**src/rtl/pwm_pkg.sv**
```systemverilog
// Shared constants and helpers for the multi-channel PWM block.
package pwm_pkg;

  localparam logic PWM_MODE_EDGE   = 1'b0;
  localparam logic PWM_MODE_CENTER = 1'b1;

  typedef enum logic {
    PWM_DIR_UP   = 1'b0,
    PWM_DIR_DOWN = 1'b1
  } pwm_dir_e;

  // Full-scale duty value for a given compare width.
  function automatic int unsigned pwm_max(input int unsigned res);
    return (32'd1 << res) - 32'd1;
  endfunction

endpackage

```
**src/rtl/pwm_timebase.sv**
```systemverilog
// Shared PWM timebase: prescaler, period counter, ramp direction and latched mode.
//   state         | meaning
//   dir=UP        | counting 0..M-1; cnt==0 on a tick marks the period boundary
//   dir=DOWN      | center mode only, counting M-1..0 back towards the boundary
//   mode=EDGE     | wrap from M-1 to 0, period M ticks
//   mode=CENTER   | turn around at M-1 and at 0, period 2M ticks
module pwm_timebase
  import pwm_pkg::*;
#(
  parameter int RES      = 8,
  parameter int PRESCALE = 50
) (
  input  logic           CLK,
  input  logic           RST,
  input  logic           center,
  output logic           tick,
  output logic [RES-1:0] cnt,
  output logic           boundary
);

  localparam int             PS_W    = (PRESCALE > 1) ? $clog2(PRESCALE) : 1;
  localparam logic [PS_W-1:0] PS_LAST = PS_W'(PRESCALE - 1);
  localparam logic [RES-1:0]  CNT_TOP = RES'(pwm_max(RES) - 1);

  logic [PS_W-1:0] ps, ps_nxt;
  logic [RES-1:0]  cnt_nxt;
  pwm_dir_e        dir, dir_nxt;
  logic            mode, mode_nxt;

  // Prescaler is a down-counter; terminal count zero is the tick.
  assign tick     = (ps == '0);
  assign boundary = tick && (cnt == '0) && (dir == PWM_DIR_UP);

  always_ff @(posedge CLK) begin
    if (RST) begin
      ps   <= PS_LAST;
      cnt  <= '0;
      dir  <= PWM_DIR_UP;
      mode <= PWM_MODE_EDGE;
    end else begin
      ps   <= ps_nxt;
      cnt  <= cnt_nxt;
      dir  <= dir_nxt;
      mode <= mode_nxt;
    end
  end

  always_comb begin
    ps_nxt   = tick ? PS_LAST : ps - PS_W'(1);
    cnt_nxt  = cnt;
    dir_nxt  = dir;
    mode_nxt = mode;
    if (tick) begin
      if (boundary) mode_nxt = center;
      unique case (dir)
        PWM_DIR_UP: begin
          if (cnt == CNT_TOP) begin
            // End values are held for a second tick while the direction flips.
            if (mode == PWM_MODE_CENTER) dir_nxt = PWM_DIR_DOWN;
            else                         cnt_nxt = '0;
          end else begin
            cnt_nxt = cnt + RES'(1);
          end
        end
        PWM_DIR_DOWN: begin
          if (cnt == '0) dir_nxt = PWM_DIR_UP;
          else           cnt_nxt = cnt - RES'(1);
        end
        default: dir_nxt = PWM_DIR_UP;
      endcase
    end
  end

endmodule

```
**src/rtl/pwm_multi.sv**
```systemverilog
// Multi-channel PWM generator with double-buffered duties on a shared timebase.
module pwm_multi
  import pwm_pkg::*;
#(
  parameter int CHANNELS = 4,
  parameter int RES      = 8,
  parameter int PRESCALE = 50,
  localparam int CH_W    = (CHANNELS > 1) ? $clog2(CHANNELS) : 1
) (
  input  logic                CLK,
  input  logic                RST,
  input  logic                wrEn,
  input  logic [CH_W-1:0]     wrCh,
  input  logic [RES-1:0]      wrDuty,
  input  logic [CHANNELS-1:0] chEn,
  input  logic [CHANNELS-1:0] chInv,
  input  logic                center,
  output logic [CHANNELS-1:0] pwmOut,
  output logic                periodStart
);

  logic           tick;
  logic           boundary;
  logic [RES-1:0] cnt;
  logic [CHANNELS-1:0] pwm_nxt;

  pwm_timebase #(
    .RES      (RES),
    .PRESCALE (PRESCALE)
  ) u_timebase (
    .CLK      (CLK),
    .RST      (RST),
    .center   (center),
    .tick     (tick),
    .cnt      (cnt),
    .boundary (boundary)
  );

  for (genvar i = 0; i < CHANNELS; i++) begin : g_ch
    logic [RES-1:0] shadow;
    logic [RES-1:0] act;
    logic [RES-1:0] duty;

    // On the boundary tick the compare already uses the value being loaded.
    assign duty       = boundary ? shadow : act;
    assign pwm_nxt[i] = chEn[i] ? ((cnt < duty) ^ chInv[i]) : chInv[i];

    always_ff @(posedge CLK) begin
      if (RST) begin
        shadow <= '0;
        act    <= '0;
      end else begin
        if (wrEn && (wrCh == CH_W'(i))) shadow <= wrDuty;
        if (boundary)                   act    <= shadow;
      end
    end
  end

  always_ff @(posedge CLK) begin
    if (RST) begin
      pwmOut      <= '0;
      periodStart <= 1'b0;
    end else begin
      periodStart <= boundary;
      if (tick) pwmOut <= pwm_nxt;
    end
  end

endmodule

```
**config.mk**
```make
export PLATFORM = sky130hd
export DESIGN_NAME = pwm_multi
export DESIGN_NICKNAME = d
export VERILOG_FILES = /design/src/rtl/pwm_pkg.sv /design/src/rtl/pwm_timebase.sv /design/src/rtl/pwm_multi.sv
export SDC_FILE = /design/constraint.sdc
export NUM_CORES = 1
export LEC_CHECK = 0
export ABC_CLOCK_PERIOD_IN_PS = 3400
export CORE_UTILIZATION = 40
export CTS_BUF_LIST = sky130_fd_sc_hd__clkbuf_2
export DETAILED_ROUTE_END_ITERATION = 10
export PLACE_DENSITY = 0.59
export REMOVE_ABC_BUFFERS = 1
export SLEW_MARGIN = 5
export SYNTH_ARGS = -nofsm -noshare
export SYNTH_HDL_FRONTEND = slang
export SYNTH_SLANG_ARGS = --single-unit
```
**constraint.sdc**
```tcl
create_clock -name CLK -period 3.4 [get_ports CLK]
set_clock_uncertainty 0.1 [all_clocks]
set_input_delay 0.68 -clock CLK [delete_from_list [all_inputs] [get_ports CLK]]
set_output_delay 0.68 -clock CLK [all_outputs]
set_load 0.01 [all_outputs]
```
Word-level counts from Yosys, hierarchy flattened --
Cells that the tools add are included. W data, S select, Z words.
Operators by class: muxes and demuxes 16, $add $sub $neg 3, eq/ne operators 6, bitwise logic cells 5, reduce and logical (&&, ||, !) cells 12, magnitude comparators 4
Operator list (count):
- $mux W8 | 7
- $lt A8 B8 Y1 | 4
- $pmux W8 S2 | 1
- $add A8 B1 Y8 const B | 1
- $eq A8 B8 Y1 const B | 1
- $logic_not A8 Y1 | 1
- $sub A8 B1 Y8 const B | 1
- $mux W1 | 7
- $logic_and A1 B1 Y1 | 6
- $logic_not A6 Y1 | 1
- $sub A6 B1 Y6 const B | 1
- $eq A2 B2 Y1 const B | 2
- $xor A1 B1 Y1 | 4
- $ne A3 B3 Y1 const B | 1
- $reduce_and A3 Y1 | 1
- $eq A2 B1 Y1 const B | 1
- $logic_not A2 Y1 | 1
- $ne A2 B2 Y1 const B | 1
- $pmux W1 S2 | 1
- $reduce_and A2 Y1 | 1
- $reduce_or A2 Y1 | 1
- $not A1 Y1 | 1
Word-level totals: register bits after elaboration 85, logic and storage cells 60, input bits 22, output and inout bits 5

Longest topological paths before layout --
word-level depth 7, depth in mapped cells 13

Hierarchy --
Synthesis repeated with hierarchy kept, for this count alone.
Unflattened totals: cells, all modules 449, area, all modules 4246.6 um2
By module, submodules not included:
- pwm_multi | area each 3128.0 um2, seq. area each 1381.3 um2, cells each 315, times used 1
- pwm_timebase | area each 1118.6 um2, seq. area each 320.3 um2, cells each 134, times used 1

Worst setup path after synthesis --
OpenSTA, ideal clock, no wires.
path kind register to register, from register u_timebase.cnt[1], to register pwmOut[0], data required time 3.181 ns, arrival 3.307 ns, setup slack -0.126 ns, path buffers 2, stages on the path, launching flop included 14, period minus slack after synthesis 3.526 ns, setup time 0.119 ns, cell sequence dfxtp_1 > inv_1 > ha_1 > or4b_2 > nor4_4 > buf_6 > buf_6 > mux2i_1 > ha_1 > a211oi_1 > nor2_1 > or4_1 > o221ai_1 > nor2b_1
Between the ends: word-level cells in the longest chain between the ends 7
Ends and longest elaborated chain:
- from (decl) | RTL line pwm_timebase.sv:17 | output logic [RES-1:0] cnt,
- from (signal assigned) | RTL line pwm_timebase.sv:42 | cnt <= cnt_nxt;
- $logic_not A8 Y1 | RTL line pwm_timebase.sv:32 | assign boundary = tick && (cnt == '0) && (dir == PWM_DIR_UP);
- $logic_and A1 B1 Y1 (2 in a row) | RTL line pwm_timebase.sv:32
- $mux W8
- $lt A8 B8 Y1 * | RTL line pwm_multi.sv:46 | assign pwm_nxt[i] = chEn[i] ? ((cnt < duty) ^ chInv[i]) : chInv[i];
- $xor A1 B1 Y1 * | RTL line pwm_multi.sv:46
- $mux W1 * | RTL line pwm_multi.sv:46
- to (signal assigned) | RTL line pwm_multi.sv:65 | if (tick) pwmOut <= pwm_nxt;
- to (decl) | RTL line pwm_multi.sv:18 | output logic [CHANNELS-1:0] pwmOut,
Every way passes the cells marked *; elsewhere a longest branch is shown, timed or not. A chain may end at the register's enable or synchronous reset.

Worst setup path in the final report --
from register u_timebase.cnt[0], to register pwmOut[3]
The elaborated chain is that of the path after synthesis.

==> summary.txt <==
Synthesis
  • Distinct cells, synth: 49
  • Register area share after synthesis: 38.6%
  • Ys flop type: dfxtp_1
  • Post-Syn Instances: 483
  • Post-Syn Area: 4400 um2
  • Warnings, synthesis: 0
  • Asr flop ratio synth: 0%
  • Mean Syn Cell Area: 9.12 um2
  • Number of synthesized flops with an enable pin: 0
  • Synthesized flop and latch total: 85

Global routing
  • Gr usage total: 20.9%
  • Initial antenna violation count: 0
  • Global-route wire length before repair: 18.2 mm
  • Largest net degree at the start of global routing: 41
  • Vias in the first global route: 3614
  • GRT overflow: 0

STA
  • Final max-slew violation count: 0
  • Hold Fails Final Rpt: 0
  • Hold slack final: 320 ps
  • Worst slew pin tran: 734 ps
  • Final min period: 3390 ps
  • Final Cycle Share: 99.6%
  • FMAX: 295 MHz
  • Setup violators final: 0
  • Rel. slew slack: 50.9%

Route
  • Overall routed net length: 11.9 mm
  • DR DRC count: 0
  • Pre-Repair DR Iteration Count: 4
  • 1st-iter DRT viols: 186
  • Wire per inst: 17.1 um
  • Final ANT Viol Nets: 0
  • Average vias per placed instance: 5.43
  • Detailed-route via count: 3765

Finish
  • Final #Nets: 609
  • Final Util: 55.1%
  • Syn-to-layout area delta: 31.6%
  • Cell Count, Final, Fillers Out: 694
  • Diode count: 0
  • Post-route cell area: 5800 um2
  • Filler cells: 898
  • Layout cells sized above 1: 24.2%

Power
  • Sequential power share: 59.2%
  • Static Leak: 2.30 nW
  • Net Switching: 0.000481 W
  • Internal Power: 0.00127 W
  • Pwr/cell area: 302 nW/um2
  • VDD IR max: 0.000329 V
  • Power share of the combinational group: 8.0%
  • Clock power share: 32.7%
  • Switching Share: 27.4%

Min path
  • Hold Path End: g_ch[1].act[3]
  • WHS Path Cells: 2
  • Worst hold path type: in -> reg
  • Critical hold path startpoint: RST

Critical path
  • Reg-to-Reg End: pwmOut[3]
  • Worst-path maximum fanout: 7
  • CP Launch Type: flip-flop
  • Cells on worst reg2reg path: 13
  • Flop-to-flop setup slack: 10 ps
  • CP Class: reg -> reg
  • CP endpoint kind: flip-flop
  • Worst EP required: 3800 ps
  • Critical Path AT: 3790 ps
  • Crit Reg-Reg Startpoint: u_timebase.cnt[0]

Place
  • Placed insts: 664
  • DP HPWL: 7.89 mm
  • GPL Wtd Cong: 0.820
  • Input/output buffers: 26
  • Area after DPL: 5050 um2

CTS
  • Total CTS buffers: 9
  • CTS tree: done
  • Clock Path Buffers: 2
  • Root Buffer Master: clkbuf_2
  • Worst-path clk slew: 250 ps
  • CTS HTree Levels: 3
  • Worst-Skew Late Latency: 560 ps
  • CTS Sinks: 85

Floorplan
  • Core Box Area: 10500 um2
  • Starting Density: 41.9%
  • FP Rows: 37
  • Die width: 107 um
  • Die area: 11400 um2
  • Ports: 27
  • DIE HEIGHT: 107 um

Flow run
  • Total of max-cap violations: 0

Outcome
  • Status: completed
==> synth_stat cells (5+ instances only) <==
library cell	n	area (um2)
or3_1	5	31.3
dfxtp_1	85	1700
or4_1	5	37.5
nand4_1	5	31.3
nand3_1	21	105
clkbuf_1	17	63.8
mux2i_1	70	701
nand2b_1	6	37.5
nand2_1	17	63.8
o21ai_0	8	40.0
inv_1	8	30.0
a21oi_1	16	80.1
o31ai_1	5	37.5
a211oi_1	9	67.6
ha_1	34	425
nor3_1	16	80.1
nor2b_1	12	75.1
nor2_1	91	342
==> critical path, cell delays in order (launching register included) <==
cell	delay, ps
dfxtp_2	390
inv_2	50
ha_2	160
or4b_4	470
nor4_4	170
buf_6	200
clkbuf_16	210
mux2i_4	270
ha_4	240
a21oi_1	180
a21oi_1	130
or4_1	520
o221ai_1	180
nor2b_1	60
==> power by group through the flow <==
stage	Sequential (W)	Combinational [W]	Clock, W
3_5_place_dp	0.00105	0.000137	0
5_1_grt	0.00104	0.000155	0.000635
6_report	0.00104	0.000141	0.000573
3_3_place_gp	0.00105	0.000135	0
4_1_cts	0.00103	0.000138	0.000594
2_1_floorplan	0.00105	0.0000591	0
==> flip-flops by register name, indices dropped and copies added, names as in the netlist <==
name	cells
g_ch.act	32
g_ch.shadow	32
periodStart	1
pwmOut	4
u_timebase.cnt	8
u_timebase.dir	1
u_timebase.mode	1
u_timebase.ps	6
==> timing repair <==
| action | CTS | global route |
|---|---|---|
| pin swaps | 1 | 15 |
| resized for setup | 10 | 68 |
| gates cloned | 1 | 2 |
| hold buffers | 0 | 0 |
| buffers inserted | 2 | 9 |
| setup endpoints to repair | 4 | 4 |
| hold endpoints to repair | 0 | 0 |
==> metrics by stage <==
| step | power [W] | setup slack, ps | setup TNS [ps] |
|---|---|---|---|
| 6_report | 0.00175 | 13.3 | 0 |
| 5_1_grt | 0.00183 | -88.0 | -150 |
| 4_1_cts | 0.00177 | -17.2 | -24.8 |
| 3_5_place_dp | 0.00119 | -147 | -470 |
| 3_3_place_gp | 0.00119 | -39.2 | -128 |
| 2_1_floorplan | 0.00111 | -1470 | -13010 |
==> per-layer routing <==
metal	vias to the layer above	part of all wire, %	track usage [%]
met5	-	0	0
met4	0	1.3	6.46
met3	12	5.8	4.50
met2	89	49	34.8
met1	1797	44	26.8
li1	1867	-	-
==> area by class of cell <==
cell class | count | area (um2) | share of cell area, %
Clock buffer | 9 | 45.0 | 0.777
Tap cell | 136 | 170 | 2.94
Sequential cell | 85 | 1700 | 29.4
Multi-Input combinational cell | 364 | 2990 | 51.5
Clock inverter | 7 | 82.6 | 1.42
Inverter | 8 | 30.0 | 0.518
Timing Repair Buffer | 85 | 777 | 13.4
==> cell families after synthesis <==
logic type               after synthesis  share of synthesized area (%)
multiplexers                          70                           15.9
AO/OA/AOI/OAI                         59                           9.29
AND/OR/NAND/NOR                      195                           21.5
XOR/XNOR                               6                           1.19
flip-flops                            85                           38.6
adder cells (fa/ha/maj)               34                           9.66
buffers and inverters                 34                           3.75
==> worst max-delay path by stage <==
stage	from	cells past startpoint	to	slack (ps)
after global routing	u_timebase.cnt[0]	14	pwmOut[3]	-90
after global placement	u_timebase.cnt[0]	12	pwmOut[1]	-40
after detailed placement	u_timebase.cnt[0]	12	pwmOut[0]	-150
after floorplan	u_timebase.cnt[0]	11	pwmOut[0]	-1470
final	u_timebase.cnt[0]	13	pwmOut[3]	10
after CTS	u_timebase.cnt[0]	13	pwmOut[0]	-20
==> layout by cell type, fill, tap and decap left out, types with 6 or more instances in the layout <==
cell type	n
nor2_1	89
dfxtp_1	83
buf_4	52
mux2i_1	50
clkdlybuf4s50_1	25
ha_1	23
nand3_1	21
mux2i_4	20
nand2_1	17
nor3_1	16
a21oi_1	12
nor2b_1	12
ha_4	10
clkbuf_2	9
inv_1	6
nand2b_1	6
No activity file was read; power rests on OpenSTA's default activity.
